--- src/rtl/scudsp_dma_seq.sv ---
// SCU DSP DMA sequencer: one DMA instruction per START, D0 bus <-> data-RAM banks / program RAM.
// Optional ABORT input enabled by defining SCUDSP_DMA_ABORT_EN.
module scudsp_dma_seq #(
  parameter int unsigned NBANK  = 4,
  parameter int unsigned RAM_AW = 6,
  parameter int unsigned PRG_AW = 8,
  parameter int unsigned EXT_AW = 25,
  parameter int unsigned CNT_W  = 8,
  parameter int unsigned DATA_W = 32,
  localparam int unsigned BSW   = (NBANK > 1) ? $clog2(NBANK) : 1
) (
  input  logic                     i_clk,
  input  logic                     i_rst_n,
  input  logic                     i_ce,
  input  logic                     i_start,
  input  logic                     i_dir,
  input  logic [NBANK-1:0]         i_ramw,
  input  logic                     i_prgw,
  input  logic [BSW-1:0]           i_rams,
  input  logic [2:0]               i_addi,
  input  logic [CNT_W-1:0]         i_cnt,
  input  logic                     i_hold,
  input  logic [EXT_AW-1:0]        i_ext_a0,
  input  logic [NBANK*RAM_AW-1:0]  i_ram_ct,
  output logic                     o_busy,
  output logic                     o_done,
  output logic                     o_ext_req,
  output logic                     o_ext_we,
  output logic [EXT_AW-1:0]        o_ext_addr,
  output logic [DATA_W-1:0]        o_ext_dout,
  input  logic [DATA_W-1:0]        i_ext_din,
  input  logic                     i_ext_ack,
  output logic [NBANK-1:0]         o_ram_re,
  output logic [NBANK-1:0]         o_ram_we,
  output logic [DATA_W-1:0]        o_ram_wdata,
  input  logic [NBANK*DATA_W-1:0]  i_ram_rdata,
  output logic                     o_prg_we,
  output logic [PRG_AW-1:0]        o_prg_addr,
  output logic [NBANK-1:0]         o_ct_inc,
  output logic                     o_a0_wb,
  output logic [EXT_AW-1:0]        o_a0_next,
  output logic [RAM_AW-1:0]        o_ram_addr
`ifdef SCUDSP_DMA_ABORT_EN
  ,
  input  logic                     i_abort
`endif
);

  typedef enum logic [1:0] {
    S_IDLE = 2'd0,
    S_RD   = 2'd1,
    S_REQ  = 2'd2,
    S_FIN  = 2'd3
  } state_t;

  state_t              r_state;
  state_t              w_next;
  logic                r_dir;
  logic [NBANK-1:0]    r_ramw;
  logic                r_prgw;
  logic [BSW-1:0]      r_rams;
  logic [EXT_AW-1:0]   r_inc;
  logic [CNT_W-1:0]    r_cnt;
  logic                r_hold;
  logic [EXT_AW-1:0]   r_addr;
  logic [PRG_AW-1:0]   r_prg_addr;
  logic                r_aborted;
  logic                r_rd_q;
  logic [DATA_W-1:0]   r_dout;

  logic [EXT_AW-1:0]   w_start_inc;
  logic [NBANK-1:0]    w_src_oh;
  logic [NBANK-1:0]    w_dst_oh;
  logic [BSW-1:0]      w_dst_idx;
  logic [BSW-1:0]      w_bank_idx;
  logic [DATA_W-1:0]   w_rdata_sel;
  logic [RAM_AW-1:0]   w_ct_sel;
  logic                w_ack;
  logic                w_last;
  logic                w_abort;
  logic                w_in_xfer;

  assign w_in_xfer = (r_state == S_RD) || (r_state == S_REQ);

`ifdef SCUDSP_DMA_ABORT_EN
  assign w_abort = i_abort & i_ce & w_in_xfer;
`else
  assign w_abort = 1'b0;
`endif

  assign w_ack  = (r_state == S_REQ) & i_ce & i_ext_ack;
  assign w_last = (r_cnt == CNT_W'(1));

  // D0->RAM only honours the unit step; RAM->D0 uses the full power-of-two table.
  always_comb begin
    w_start_inc = '0;
    if (!i_dir) begin
      w_start_inc[0] = i_addi[0];
    end else if (i_addi != 3'd0) begin
      w_start_inc = EXT_AW'(1) << (i_addi - 3'd1);
    end
  end

  always_comb begin
    w_src_oh    = '0;
    w_dst_idx   = '0;
    w_rdata_sel = '0;
    for (int unsigned b = 0; b < NBANK; b++) begin
      if (BSW'(b) == r_rams) begin
        w_src_oh[b] = 1'b1;
        w_rdata_sel = i_ram_rdata[b*DATA_W +: DATA_W];
      end
      if (r_ramw[b]) begin
        w_dst_idx = BSW'(b);
      end
    end
  end

  assign w_dst_oh   = r_prgw ? '0 : r_ramw;
  assign w_bank_idx = r_dir ? r_rams : w_dst_idx;

  always_comb begin
    w_ct_sel = '0;
    for (int unsigned b = 0; b < NBANK; b++) begin
      if (BSW'(b) == w_bank_idx) begin
        w_ct_sel = i_ram_ct[b*RAM_AW +: RAM_AW];
      end
    end
  end

  always_comb begin
    w_next = r_state;
    case (r_state)
      S_IDLE: if (i_start) w_next = i_dir ? S_RD : S_REQ;
      S_RD:   w_next = w_abort ? S_FIN : S_REQ;
      S_REQ: begin
        if (w_ack) begin
          w_next = (w_last || w_abort) ? S_FIN : (r_dir ? S_RD : S_REQ);
        end else if (w_abort) begin
          w_next = S_FIN;
        end
      end
      S_FIN:  w_next = S_IDLE;
      default: w_next = S_IDLE;
    endcase
  end

  always_ff @(posedge i_clk or negedge i_rst_n) begin
    if (!i_rst_n) begin
      r_state    <= S_IDLE;
      r_dir      <= 1'b0;
      r_ramw     <= '0;
      r_prgw     <= 1'b0;
      r_rams     <= '0;
      r_inc      <= '0;
      r_cnt      <= '0;
      r_hold     <= 1'b0;
      r_addr     <= '0;
      r_prg_addr <= '0;
      r_aborted  <= 1'b0;
      r_rd_q     <= 1'b0;
      r_dout     <= '0;
    end else begin
      // RAM read data arrives one clock after RE regardless of CE; hold it for slow ACKs.
      r_rd_q <= (r_state == S_RD);
      if (r_rd_q) r_dout <= w_rdata_sel;
      if (i_ce) begin
        r_state <= w_next;
        if ((r_state == S_IDLE) && i_start) begin
          r_dir      <= i_dir;
          r_ramw     <= i_ramw;
          r_prgw     <= i_prgw;
          r_rams     <= i_rams;
          r_inc      <= w_start_inc;
          r_cnt      <= i_cnt;
          r_hold     <= i_hold;
          r_addr     <= i_ext_a0;
          r_prg_addr <= '0;
          r_aborted  <= 1'b0;
        end
        if (w_ack) begin
          r_addr <= r_addr + r_inc;
          r_cnt  <= r_cnt - CNT_W'(1);
          if (!r_dir && r_prgw) r_prg_addr <= r_prg_addr + PRG_AW'(1);
        end
        if (w_abort) r_aborted <= 1'b1;
      end
    end
  end

  assign o_busy      = (r_state != S_IDLE);
  assign o_ext_req   = (r_state == S_REQ) & ~(w_abort & ~w_ack);
  assign o_ext_we    = o_ext_req & r_dir;
  assign o_ext_addr  = r_addr;
  assign o_a0_next   = r_addr;
  assign o_ext_dout  = ((r_state == S_REQ) && r_dir) ? (r_rd_q ? w_rdata_sel : r_dout) : '0;
  assign o_ram_re    = (r_state == S_RD) ? w_src_oh : '0;
  assign o_ram_we    = (w_ack && !r_dir) ? w_dst_oh : '0;
  assign o_ram_wdata = ((r_state == S_REQ) && !r_dir) ? i_ext_din : '0;
  assign o_prg_we    = w_ack & ~r_dir & r_prgw;
  assign o_prg_addr  = r_prg_addr;
  assign o_ct_inc    = w_ack ? (r_dir ? w_src_oh : w_dst_oh) : '0;
  assign o_done      = (r_state == S_FIN) & i_ce;
  assign o_a0_wb     = o_done & ~r_hold & ~r_aborted;
  assign o_ram_addr  = o_busy ? w_ct_sel : '0;

endmodule
--- config.mk ---
export PLATFORM = sky130hd
export DESIGN_NAME = scudsp_dma_seq
export DESIGN_NICKNAME = d
export VERILOG_FILES = /design/src/rtl/scudsp_dma_seq.sv
export SDC_FILE = /design/constraint.sdc
export NUM_CORES = 1
export LEC_CHECK = 0
export BUFFER_PORTS_ARGS = -buffer_cell sky130_fd_sc_hd__buf_2
export CAP_MARGIN = 20
export CORE_AREA = 2 2 150 152
export CTS_BUF_LIST = sky130_fd_sc_hd__clkbuf_4
export DETAILED_ROUTE_END_ITERATION = 8
export DIE_AREA = 0 0 152 154
export HOLD_SLACK_MARGIN = 0.15
export SLEW_MARGIN = 20
export SYNTH_ARGS = -nofsm -noshare
export SYNTH_HDL_FRONTEND = slang
export SYNTH_SLANG_ARGS = --single-unit
--- constraint.sdc ---
create_clock -name i_clk -period 2.9 [get_ports i_clk]
set_input_delay 0.58 -clock i_clk [delete_from_list [all_inputs] [get_ports i_clk]]
set_output_delay 0.58 -clock i_clk [all_outputs]
set_load 0.005 [all_outputs]
After elaboration in Yosys (flattened, before gate mapping):

Index checks and enable logic that the tools add are counted.

* register bits: 110
* logic and storage cells: 94

* bitwise gates (word level): 9
* reductions and logical operators: 15
* add/sub/neg operators: 4
* eq/ne operators: 12
* muxes and demuxes: 41
* shift-type cells: 1

Operator list (number)
* 2-to-1 mux 32 bit: 7
* 2-to-1 mux 25 bit: 3
* 2-to-1 mux 8 bit: 5
* 2-to-1 mux 6 bit: 5
* adder 25 bit: 1
* left shift 1 x 3 -> 25 bit (first input constant): 1
* 2-to-1 mux 24 bit: 1
* 2-to-1 mux 4 bit: 5
* 2-to-1 mux 2 bit: 8
* adder 8 x 1 -> 8 bit (second input constant): 1
* == test 2 bit (first input constant): 4
* == test 8 x 1 -> 1 bit (second input constant): 1
* one-hot mux 2 bit (4 select lines): 1
* subtractor 8 x 1 -> 8 bit (second input constant): 1
* bitwise AND 1 bit: 7
* logical NOT 2 bit: 3
* 2-to-1 mux 1 bit: 6
* logical AND 1 bit: 5
* == test 1 x 2 -> 1 bit (first input constant): 2
* == test 2 bit (second input constant): 2
* AND reduction 2 bit: 2
* nonzero test 2 bit: 2
* AND reduction 3 bit: 1
* nonzero test 3 bit: 1
* 6 further kinds: 7

Longest topological paths before layout:

Gate-level depths: netlist of the first run.

* depth after elaboration: 10
* depth in mapped cells: 9
* gate-level depth less buffers: 8

Least setup slack after synthesis of the first run:

OpenSTA, ideal clock, no wires.

* kind: flip-flop to flip-flop
* start: reg r_addr[0] (netlist: o_a0_next[0])
* end: reg r_addr[18] (netlist: o_a0_next[18])
* arrival: 2.162 ns
* slack: 0.619 ns
* period minus slack after synthesis: 2.281 ns
* path buffers: 0
* stages on the path, launching flop included: 9
* required time: 2.781 ns
* path through: dfrtp_1 ha_1 fa_1 a211oi_1 o211ai_1 and3_2 a31o_1 a21oi_1 nor2_1

* longest elaborated chain between the ends: 2

RTL lines
* from (decl): RTL line 65 `logic [EXT_AW-1:0] r_addr;`
* from (signal assigned): RTL line 177 `r_addr <= i_ext_a0;`
* from (signal assigned): RTL line 182 `r_addr <= r_addr + r_inc;`
* adder 25 bit: RTL line 182
* 2-to-1 mux 25 bit: RTL line 181 `if (w_ack) begin`

No other way between the ends.
A chain may end at the register's enable or synchronous reset.

Final worst setup path of the first run:

* start: reg r_rams[0]
* end: out o_ext_dout[8]

* longest elaborated chain between the ends: 7

RTL lines
* from (decl): RTL line 61 `logic [BSW-1:0] r_rams;`
* from (signal assigned): RTL line 173 `r_rams <= i_rams;`
* logical NOT 2 bit: RTL line 109 `if (BSW'(b) == r_rams) begin`
* 2-to-1 mux 32 bit (3 in a row): RTL line 109
* 2-to-1 mux 32 bit (*): RTL line 109
* 2-to-1 mux 32 bit (*)
* 2-to-1 mux 32 bit (*): RTL line 196 `assign o_ext_dout = ((r_state == S_REQ) && r_dir) ? (r_rd_q ? w_rdata_sel : r_dout) : '0;`
* to (decl): RTL line 30 `output logic [DATA_W-1:0] o_ext_dout,`

Mark *: on every way between the ends. The rest lies on a longest branch, timed or not.

==> impl_results.rst, run 1 <==
.. list-table::
   :header-rows: 1

   * - Metric
     - Value
   * - Status
     - complete, no violations
   * - Maximum clock insertion buffer count
     - 2
   * - Total number of H-tree levels
     - 3
   * - Most used standard cell by instance count after synthesis
     - dfrtp_1
   * - Die W
     - ~150 µm
   * - Hold Fails Final Rpt
     - 0
   * - Post-layout power
     - 7.311 mW
   * - Final period util
     - 0.9654
   * - Shortest period the worst path allows
     - 2800 ps
   * - Distinct cells, synth
     - 65
   * - Share of final-layout standard cells stronger than drive strength 1
     - 0.5076
   * - Filler cell count
     - 2207
   * - Instance count of the mapped netlist
     - roughly 640
   * - Post-synth net total
     - slightly below 900
   * - Number of buffers added on ports
     - 379
   * - Post-detail-place hpwl
     - roughly 17 mm
   * - Mean routed wirelength per cell
     - 17.26 µm
   * - Dominant synthesized flop cell
     - dfrtp_1
   * - Clock latency of the later-clocked register in the worst-skew pair
     - roughly 470 ps
   * - Nature of the critical path startpoint
     - flop
   * - Antenna Nets Post-Route
     - 0
   * - Clock-pin transition on the worst setup and hold timing paths
     - 160 ps
   * - Post-synthesis sequential element count
     - 93
   * - Fraction of synthesis flops using an asynchronous set or reset pin
     - 1.000
   * - Hold Path Class
     - primary input to flop
   * - Fin area
     - 0.008567 mm²
   * - Number of search-and-repair iterations in the first detailed-routing pass
     - 4
   * - TritonCTS sink count
     - 93
   * - Final Wtd Congestion
     - 0.8083
   * - Top cell type's share of synthesized area
     - 0.3666
   * - Placed cell area
     - between 0.008 and 0.009 mm²
   * - Drt drc
     - 0
   * - Vertical extent of the die
     - ~150 µm
   * - Synthesized area per cell
     - 9.873 µm²
   * - Cell area after synthesis
     - 0.006349 mm²
   * - Post-Route WL
     - 22.00 mm
   * - Cell types occupying the most area after synthesis
     - dfrtp_1, mux4_2, mux2_2, nand2_1, buf_4
   * - Arrival time at the worst endpoint
     - ~2200 ps
   * - Clock tree from TritonCTS
     - built
   * - Required time reported for the critical path endpoint
     - ~2300 ps
   * - Via count of the first global-routing pass
     - 5979
   * - P_leak
     - 4.295 nW
   * - Total global-route track usage
     - 0.1818
   * - Total of warnings raised by yosys
     - 0
   * - Power density over cell area
     - 853.4 mW/mm²
   * - Setup skew after layout
     - 24.69 ps
   * - Highest Clock Rate
     - about 0.36 GHz
   * - Clock root buffer
     - clkbuf_4
   * - Top cells by instance count after synthesis
     - dfrtp_1, nand2_1, nor2_1
   * - Max transition margin
     - 0.6375
   * - Post-synth top area cell
     - dfrtp_1
   * - Via density per instance
     - 4.890
   * - Area of the die
     - between 0.02 and 0.025 mm²
   * - Endpoint class of the critical path
     - output port
   * - Congestion Overflow GR
     - 0
   * - Total number of nets in the final design
     - ~1200
   * - Internal reg-to-reg setup slack
     - 390 ps
   * - Initial antenna violation count
     - 4
   * - Via count
     - 6235
   * - Type of the worst setup path
     - flop to output port
   * - Worst Tran Pin Value
     - 538.8 ps
   * - RSZ-0062 raised after global routing
     - true
   * - Final setup violation count
     - 0
   * - Number of enable-type register cells in the synthesized netlist
     - 0
   * - Seq/Total Area, Yosys
     - 0.3666
   * - Floorplan core area
     - 0.02169 mm²
   * - Max-slew violation count
     - 0
   * - Max-Cap Viols
     - 0
   * - Largest fanout on the critical path
     - 13
   * - Total CTS buffers
     - 9
   * - Largest vdd supply drop
     - 0.2881 mV
   * - Area growth from synthesis to final layout
     - 34.94%
   * - Pin count of the biggest net entering global routing
     - 65
   * - Ports placed on the boundary
     - 380
   * - Global-route wire length before repair
     - 33.75 mm
   * - Number of cell rows
     - 54
   * - Starting density of the core
     - 0.2927
   * - Initial DRC Count
     - 289
## state kept, by name, summed over array words and instances, names as in the netlist
| signal | flops |
|---|---|
| r_rams | 2 |
| o_a0_next | 25 |
| r_dout | 32 |
| r_ramw | 4 |
| r_inc | 8 |
| o_prg_addr | 8 |
| r_cnt | 8 |
| r_dir | 1 |
| r_prgw | 1 |
| r_rd_q | 1 |
| r_hold | 1 |
| r_state | 2 |
## timing repair
item | CTS | global route
hold buffers | 1 | 0
setup endpoints to repair | 14 | 21
setup buffers | 0 | 3
endpoints found under the hold margin | 29 | 0
gates resized for setup | 2 | 7
cloned | 0 | 1
## final timing paths
check                             startpoint  cells past startpoint             to
worst max-delay path               r_rams[0]                      6  o_ext_dout[8]
worst min-delay path             i_ext_a0[9]                      2   o_a0_next[9]
worst max register to register  o_a0_next[0]                      8  o_a0_next[18]
worst min register to register      r_inc[3]                      2       r_inc[3]
max in group asynchronous            i_rst_n                      3      r_rams[0]
min in group asynchronous            i_rst_n                      2   o_a0_next[4]
## critical path: stages (launching register included)
cell	delay [ps]
dfrtp_2	440
buf_6	130
clkbuf_16	160
mux4_2	500
mux2_4	280
nor2b_1	120
buf_2	130
## final cells by class
type                       instances  area, µm²  share of cell area
clock buffer                       9      67.56            0.007887
timing repair buffer             401       2133              0.2490
multi-input combinational        466       3566              0.4162
clock inverter                     6      47.55            0.005550
tap                              280      350.3             0.04089
inverter                          16      61.31            0.007156
antenna                            4      10.01            0.001168
sequential                        93       2331              0.2721
## power breakdown
group	switching [mW]	internal [mW]	total (mW)
Clock	0.493	0.183	0.676
Sequential	0.476	1.85	2.32
Combinational	2.11	2.20	4.31
Total	3.08	4.23	7.31
## cell usage in the layout (no fill, tap or decap), drive strengths merged, types with 7 or more instances in the layout
master / n
nand2: 68
ha: 11
mux2i: 7
nand3: 21
o211ai: 7
nor2: 41
buf: 399
a211oi: 13
inv: 18
a22oi: 8
nand4: 8
o21ai: 35
mux2: 39
mux4: 32
clkbuf: 10
a31oi: 7
nor2b: 33
a21oi: 27
and3: 15
dfrtp: 93
and2: 33
## kinds of logic after synthesis
logic type,after synthesis,synth area share
simple gates,243,0.2006
compound gates,128,0.1326
flops,93,0.3666
buf+inv,84,0.07469
mux,78,0.1937
fa+ha+maj,12,0.02483
xor+xnor,5,0.006898
## metal layers
layer / share of wire / track usage / up-vias
li1: - / - / 3008
met1: 0.45 / 0.2455 / 2975
met2: 0.47 / 0.2926 / 234
met3: 0.063 / 0.04171 / 18
met4: 0.015 / 0.05207 / 0
met5: 0 / 0 / -
## per-stage QoR
step | instances | TNS, ps | hold slack, ps | setup slack, ps | util
finish | 1275 | 0 | 290.5 | 100.2 | 0.3950
CTS | 1267 | 0 | 248.9 | 31.53 | 0.3914
global route | 1275 | -133.1 | 256.9 | -23.27 | 0.3950
global placement | 1251 | 0 | 456.6 | 434.2 | 0.3854
detailed placement | 1251 | 0 | 466.4 | 423.0 | 0.3854
floorplan | 643 | 0 | 284.4 | 618.6 | -
Power figures use the tool's default switching activity.
==> run 2, diff against run 1 <==
Settings changed: ABC_CLOCK_PERIOD_IN_PS from default to 2900, PLACE_DENSITY from default to 0.59.
==> impl_results.rst, run 2 (same netlist as run 1, synthesis figures left out) <==
.. list-table::
   :header-rows: 1

   * - Metric
     - Value
   * - Status
     - complete, no violations
   * - Floorplan core area
     - 0.02169 mm² (unchanged)
   * - Post-Route WL
     - 22.97 mm (+4.4%)
   * - Post-layout utilization of the core
     - 0.3965 (+0.001500)
   * - RSZ-0062 raised after global routing
     - true
   * - Clock share of power
     - 0.112 (+0.020)
   * - Highest-count cells in the layout ignoring fill and taps
     - buf_2, dfrtp_1, nand2_1
   * - Startpoint of the most critical register-to-register path
     - o_a0_next[0]
   * - Total number of nets in the final design
     - 1230 (-0.24%)
   * - Fin area
     - 0.008600 mm² (+0.38%)
   * - Clock-pin transition on the worst setup and hold timing paths
     - 180 ps (+20 ps)
   * - Via count
     - 6282 (+0.75%)
   * - Clock latency of the later-clocked register in the worst-skew pair
     - 490 ps (+20 ps)
   * - Ports placed on the boundary
     - 380 (unchanged)
   * - Shortest period the worst path allows
     - 2830 ps (+30.46 ps)
   * - Power density over cell area
     - 862.3 mW/mm² (+1.0%)
   * - Nature of the critical path startpoint
     - flop
   * - Hold Fails Final Rpt
     - 0 (unchanged)
   * - Placed cell area
     - 0.008372 mm² (+0.16%)
   * - Setup TNS
     - 0 ps (unchanged)
   * - Start point of the critical path
     - r_rams[0]
   * - Congestion Overflow GR
     - 0 (unchanged)
   * - Required time reported for the critical path endpoint
     - 2320 ps (about the same)
   * - Starting density of the core
     - 0.2927 (unchanged)
   * - Hold Path Class
     - primary input to flop
   * - Post-detail-place hpwl
     - 17.93 mm (+3.5%)
   * - Mean routed wirelength per cell
     - 18.04 µm (+4.5%)
   * - Final period util
     - 0.9759 (+0.01050)
   * - Max-Cap Viols
     - 0 (unchanged)
   * - Highest Clock Rate
     - 0.3533 GHz (-1.1%)
   * - Number of search-and-repair iterations in the first detailed-routing pass
     - 4 (unchanged)
   * - Flip-flop count of the largest register, all copies and words added
     - 32 (unchanged)
   * - TritonCTS sink count
     - 93 (unchanged)
   * - Final setup violation count
     - 0 (unchanged)
   * - Initial antenna violation count
     - 4 (unchanged)
   * - Part of the power in registers
     - 0.315 (-0.003)
   * - Number of cell rows
     - 54 (unchanged)
   * - Die W
     - 152 µm (unchanged)
   * - Power spent charging and discharging nets
     - 3.084 mW (+0.26%)
   * - Most common cell after layout, fill and taps aside
     - buf_2
   * - Vertical extent of the die
     - 154 µm (unchanged)
   * - Clock root buffer
     - clkbuf_4
   * - Net switching fraction of the power
     - 0.4159 (-0.004840)
   * - Hold-critical path endpoint
     - o_a0_next[9]
   * - Origin of the worst min-delay path
     - i_ext_a0[9]
   * - Antenna Nets Post-Route
     - 0 (unchanged)
   * - Type of the worst setup path
     - flop to output port
   * - Max-slew violation count
     - 0 (unchanged)
   * - Combinational share of power
     - 0.573 (-0.017)
   * - Total CTS buffers
     - 9 (unchanged)
   * - Pin count of the biggest net entering global routing
     - 55 (-15%)
   * - Setup skew after layout
     - 10.17 ps (-14.52 ps)
   * - Maximum clock insertion buffer count
     - 2 (unchanged)
   * - Area of the die
     - 0.02341 mm² (unchanged)
   * - Total number of H-tree levels
     - 3 (unchanged)
   * - Register with the highest flop count
     - r_dout
   * - Via density per instance
     - 4.935 (+0.91%)
   * - Drt drc
     - 0 (unchanged)
   * - Min Hold Slack
     - 276.5 ps (-14.06 ps)
   * - Max transition margin
     - 0.6043 (-0.03318)
   * - Via count of the first global-routing pass
     - 6055 (+1.3%)
   * - Design internal power
     - 4.331 mW (+2.3%)
   * - Share of final-layout standard cells stronger than drive strength 1
     - 0.5066 (-0.0009958)
   * - Endpoint class of the critical path
     - output port
   * - Area growth from synthesis to final layout
     - 35.46%
   * - Arrival time at the worst endpoint
     - 2250 ps (+30 ps)
   * - Clock tree from TritonCTS
     - built
   * - FF-to-FF path depth
     - 8 (unchanged)
   * - Reg-to-reg endpoint
     - o_a0_next[18]
   * - Largest vdd supply drop
     - 0.3175 mV (+10%)
   * - Final Wtd Congestion
     - 0.9069 (+12%)
   * - Worst Tran Pin Value
     - 593.5 ps (+54.73 ps)
   * - Total global-route track usage
     - 0.1891 (+0.007332)
   * - Number of cells on the worst hold path
     - 2 (unchanged)
   * - P_leak
     - 4.308 nW (+0.30%)
   * - Largest fanout on the critical path
     - 20 (+7)
   * - Internal reg-to-reg setup slack
     - 360 ps (-30 ps)
   * - Global-route wire length before repair
     - 34.95 mm (+3.5%)
   * - Number of buffers added on ports
     - 379 (unchanged)
   * - Initial DRC Count
     - 314 (+8.7%)
[run 2: worst max path at each step]
stage | to
final | o_ext_dout[24]
after CTS | o_ext_dout[24]
after global routing | o_ext_dout[23]
after global placement | o_prg_we
after detailed placement | o_a0_next[18]
after floorplan | o_a0_next[18]
[run 2: timing repair]
| item | in CTS | in global routing |
|---|---|---|
| gates resized for setup | 1 | 11 |
| hold buffers | 1 | 0 |
| setup buffers | 1 | 0 |
| gates cloned | 0 | 0 |
| endpoints found under the setup margin | 32 | 29 |
| endpoints found under the hold margin | 39 | 0 |
[run 2: power groups by stage]
stage	Sequential, mW	Clock, mW	Combinational (mW)
final	2.33	0.833	4.25
after global routing	2.42	0.929	4.69
after floorplan	2.21	0	2.96
after CTS	2.33	0.877	4.25
after global placement	2.35	0	4.15
after detailed placement	2.37	0	4.21
[run 2: cell type report]
cell class / instances / area (µm²)
diodes: 4 / 10.01
clock buffers: 9 / 67.56
clock inverters: 7 / 92.59
fillers: 2228 / 13090
inverters: 16 / 61.31
multi-input cells: 466 / 3588
flip-flops and latches: 93 / 2331
well taps: 280 / 350.3
repair buffers: 398 / 2098
[run 2: metal layers]
layer | wire (µm) | GRT usage
met1 | 10360 | 0.2572
met2 | 10800 | 0.3037
met3 | 1497 | 0.04425
met4 | 308 | 0.04940
met5 | 0 | 0
[run 2: critical path: stages (launching register included)]
cell and delay [ps]:
dfrtp_2 460, buf_12 210, mux4_2 530, mux2_4 280, nor2b_1 130, buf_2 140
[run 2: per-stage QoR]
step                      instances  total power, mW  worst slack [ps]
after floorplan                 643            5.167             618.6
after global placement         1251            6.504             413.6
after detailed placement       1251            6.575             381.2
after CTS                      1269            7.453             6.554
after global routing           1272            8.038            -47.36
final                          1273            7.415             69.78
==> run 3, diff against run 2 <==
Settings changed: ABC_CLOCK_PERIOD_IN_PS 2900 to 2800.
Clock period 2.9 ns to 2.8 ns, I/O delays scaled along.
==> impl_results.rst, run 3 (same netlist as run 1, synthesis figures left out) <==
.. list-table::
   :header-rows: 1

   * - Metric
     - Value
   * - Status
     - complete, but fails checks
   * - Failing checks
     - setup timing
   * - Max-slew violation count
     - 0 (unchanged)
   * - Ports placed on the boundary
     - 380 (unchanged)
   * - Mean routed wirelength per cell
     - 17.48 µm (-3.1%)
   * - Largest vdd supply drop
     - 0.3346 mV (+5.4%)
   * - Global-route wire length before repair
     - 34.53 mm (-1.2%)
   * - Number of cell rows
     - 54 (unchanged)
   * - Number of buffers added on ports
     - 379 (unchanged)
   * - Flip-flop count of the largest register, all copies and words added
     - 32 (unchanged)
   * - Clock root buffer
     - clkbuf_4
   * - Total number of nets in the final design
     - 1239 (+0.73%)
   * - Clock-pin transition on the worst setup and hold timing paths
     - 170 ps (about the same)
   * - Maximum clock insertion buffer count
     - 2 (unchanged)
   * - Floorplan core area
     - 0.02169 mm² (unchanged)
   * - Via count
     - 6323 (+0.65%)
   * - Antenna Nets Post-Route
     - 0 (unchanged)
   * - Area of the die
     - 0.02341 mm² (unchanged)
   * - Initial DRC Count
     - 351 (+12%)
   * - Filler cell count
     - 2240 (+0.54%)
   * - Total global-route track usage
     - 0.1855 (-0.003568)
   * - Total number of H-tree levels
     - 3 (unchanged)
   * - Type of the worst setup path
     - flop to output port
   * - Post-Route WL
     - 22.43 mm (-2.3%)
   * - Total area of multi-input combinational cells
     - 0.003597 mm² (+0.24%)
   * - Nature of the critical path startpoint
     - flop
   * - Final period util
     - 1.008
   * - RSZ-0062 raised after global routing
     - true
   * - Clock tree from TritonCTS
     - built
   * - Clock share of power
     - 0.093 (-0.019)
   * - Worst Tran Pin Value
     - 575.9 ps (-17.64 ps)
   * - Design internal power
     - 4.507 mW (+4.1%)
   * - Congestion Overflow GR
     - 0 (unchanged)
   * - TritonCTS sink count
     - 93 (unchanged)
   * - Hold Fails Final Rpt
     - 0 (unchanged)
   * - Share of final-layout standard cells stronger than drive strength 1
     - 0.5120 (+0.005452)
   * - Vertical extent of the die
     - 154 µm (unchanged)
   * - Most common cell after layout, fill and taps aside
     - buf_2
   * - Net switching fraction of the power
     - 0.4178 (+0.001883)
   * - Required time reported for the critical path endpoint
     - 2240 ps (-80 ps)
   * - Drt drc
     - 0 (unchanged)
   * - Part of the power in registers
     - 0.313 (-0.002)
   * - Highest Clock Rate
     - 0.3544 GHz
   * - Hold Path Class
     - primary input to flop
   * - Post-detail-place hpwl
     - 17.54 mm (-2.1%)
   * - Arrival time at the worst endpoint
     - 2260 ps (about the same)
   * - Max transition margin
     - 0.6147 (+0.01034)
   * - Final worst-path setup slack
     - -21.39 ps (-91.17 ps)
   * - Power density over cell area
     - 891.1 mW/mm² (+3.3%)
   * - Setup TNS
     - -77.47 ps (-77.47 ps)
   * - Shortest period the worst path allows
     - between 2000 and 3000 ps
   * - Placed cell area
     - 0.008394 mm² (+0.27%)
   * - Clock latency of the later-clocked register in the worst-skew pair
     - 480 ps (about the same)
   * - Initial antenna violation count
     - 6 (+2)
   * - Highest-count cells in the layout ignoring fill and taps
     - buf_2, dfrtp_1, nand2_1
   * - Final Wtd Congestion
     - 0.8525 (-6.0%)
   * - Die W
     - 152 µm (unchanged)
   * - Power spent charging and discharging nets
     - 3.234 mW (+4.9%)
   * - Via density per instance
     - 4.928 (-0.13%)
   * - Total CTS buffers
     - 9 (unchanged)
   * - Sequential Area
     - 0.002331 mm² (unchanged)
   * - Combinational share of power
     - 0.594 (+0.021)
   * - Pin count of the biggest net entering global routing
     - 55 (unchanged)
   * - Endpoint class of the critical path
     - output port
   * - P_leak
     - 4.355 nW (+1.1%)
   * - Via count of the first global-routing pass
     - 6121 (+1.1%)
   * - Register with the highest flop count
     - r_dout
   * - Setup skew after layout
     - 21.26 ps (+11.09 ps)
   * - Fin area
     - 0.008687 mm² (+1.0%)
   * - Largest fanout on the critical path
     - 7 (-65%)
   * - Max-Cap Viols
     - 0 (unchanged)
   * - Final setup violation count
     - 7 (+7)
   * - Starting density of the core
     - 0.2927 (unchanged)
   * - Number of search-and-repair iterations in the first detailed-routing pass
     - 5 (+1)
   * - Area growth from synthesis to final layout
     - 36.83%
   * - Min Hold Slack
     - 269.2 ps (-7.250 ps)
[run 3: repair_timing]
item                                    in CTS  in global routing
pin swaps                                    0                  3
buffers inserted                             0                  5
cloned                                       0                  2
resized for setup                            5                 12
hold buffers                                 1                  0
endpoints found under the setup margin      34                 37
hold endpoints to repair                    39                  0
[run 3: power by group through the flow]
stage | Clock [mW] | Combinational, mW | Sequential (mW)
6_report | 0.717 | 4.60 | 2.43
5_1_grt | 0.809 | 5.09 | 2.52
4_1_cts | 0.766 | 4.44 | 2.42
3_5_place_dp | 0 | 4.40 | 2.45
3_3_place_gp | 0 | 4.34 | 2.43
2_1_floorplan | 0 | 3.07 | 2.28
[run 3: path summary, 6_finish.rpt]
check	slack, ps	end	depth (start not counted)	startpoint
max in group asynchronous	1480	r_rams[0]	3	i_rst_n
worst max register to register	340	o_a0_next[18]	8	o_a0_next[0]
min in group asynchronous	600	o_prg_addr[1]	2	i_rst_n
worst max-delay path	-20	o_ext_dout[18]	6	r_rams[0]
worst min-delay path	270	o_a0_next[9]	2	i_ext_a0[9]
worst min register to register	490	r_inc[0]	2	r_inc[0]
[run 3: area by class of cell]
class | instances | share of cell area
well taps | 280 | 0.04033
repair buffers | 407 | 0.2546
clock buffers | 9 | 0.007778
clock inverters | 7 | 0.006337
flip-flops and latches | 93 | 0.2683
inverters | 16 | 0.007057
multi-input cells | 466 | 0.4141
diodes | 5 | 0.001440
[run 3: per-layer routing]
| layer | routed length [µm] | part of all wire | global-route usage | up-vias |
|---|---|---|---|---|
| met2 | 10370 | 0.46 | 0.2889 | 252 |
| li1 | - | - | - | 3026 |
| met1 | 10120 | 0.45 | 0.2569 | 3014 |
| met4 | 444 | 0.020 | 0.06409 | 2 |
| met5 | 13 | 0.00058 | 0 | - |
| met3 | 1479 | 0.066 | 0.03805 | 29 |
[run 3: worst max-delay path: stages (launching register included)]
cell,delay [ps]
dfrtp_2,450
buf_12,130
clkbuf_16,160
mux4_2,510
mux2_4,280
nor2b_1,120
buf_2,150
[run 3: stage by stage]
step | power, mW | utilization | setup slack, ps | std cells
2_1_floorplan | 5.352 | - | 518.6 | 643
3_3_place_gp | 6.766 | 0.3870 | 321.0 | 1254
3_5_place_dp | 6.846 | 0.3870 | 321.5 | 1254
4_1_cts | 7.629 | 0.3939 | -89.94 | 1271
5_1_grt | 8.419 | 0.4004 | -140.3 | 1282
6_report | 7.741 | 0.4005 | -21.39 | 1283
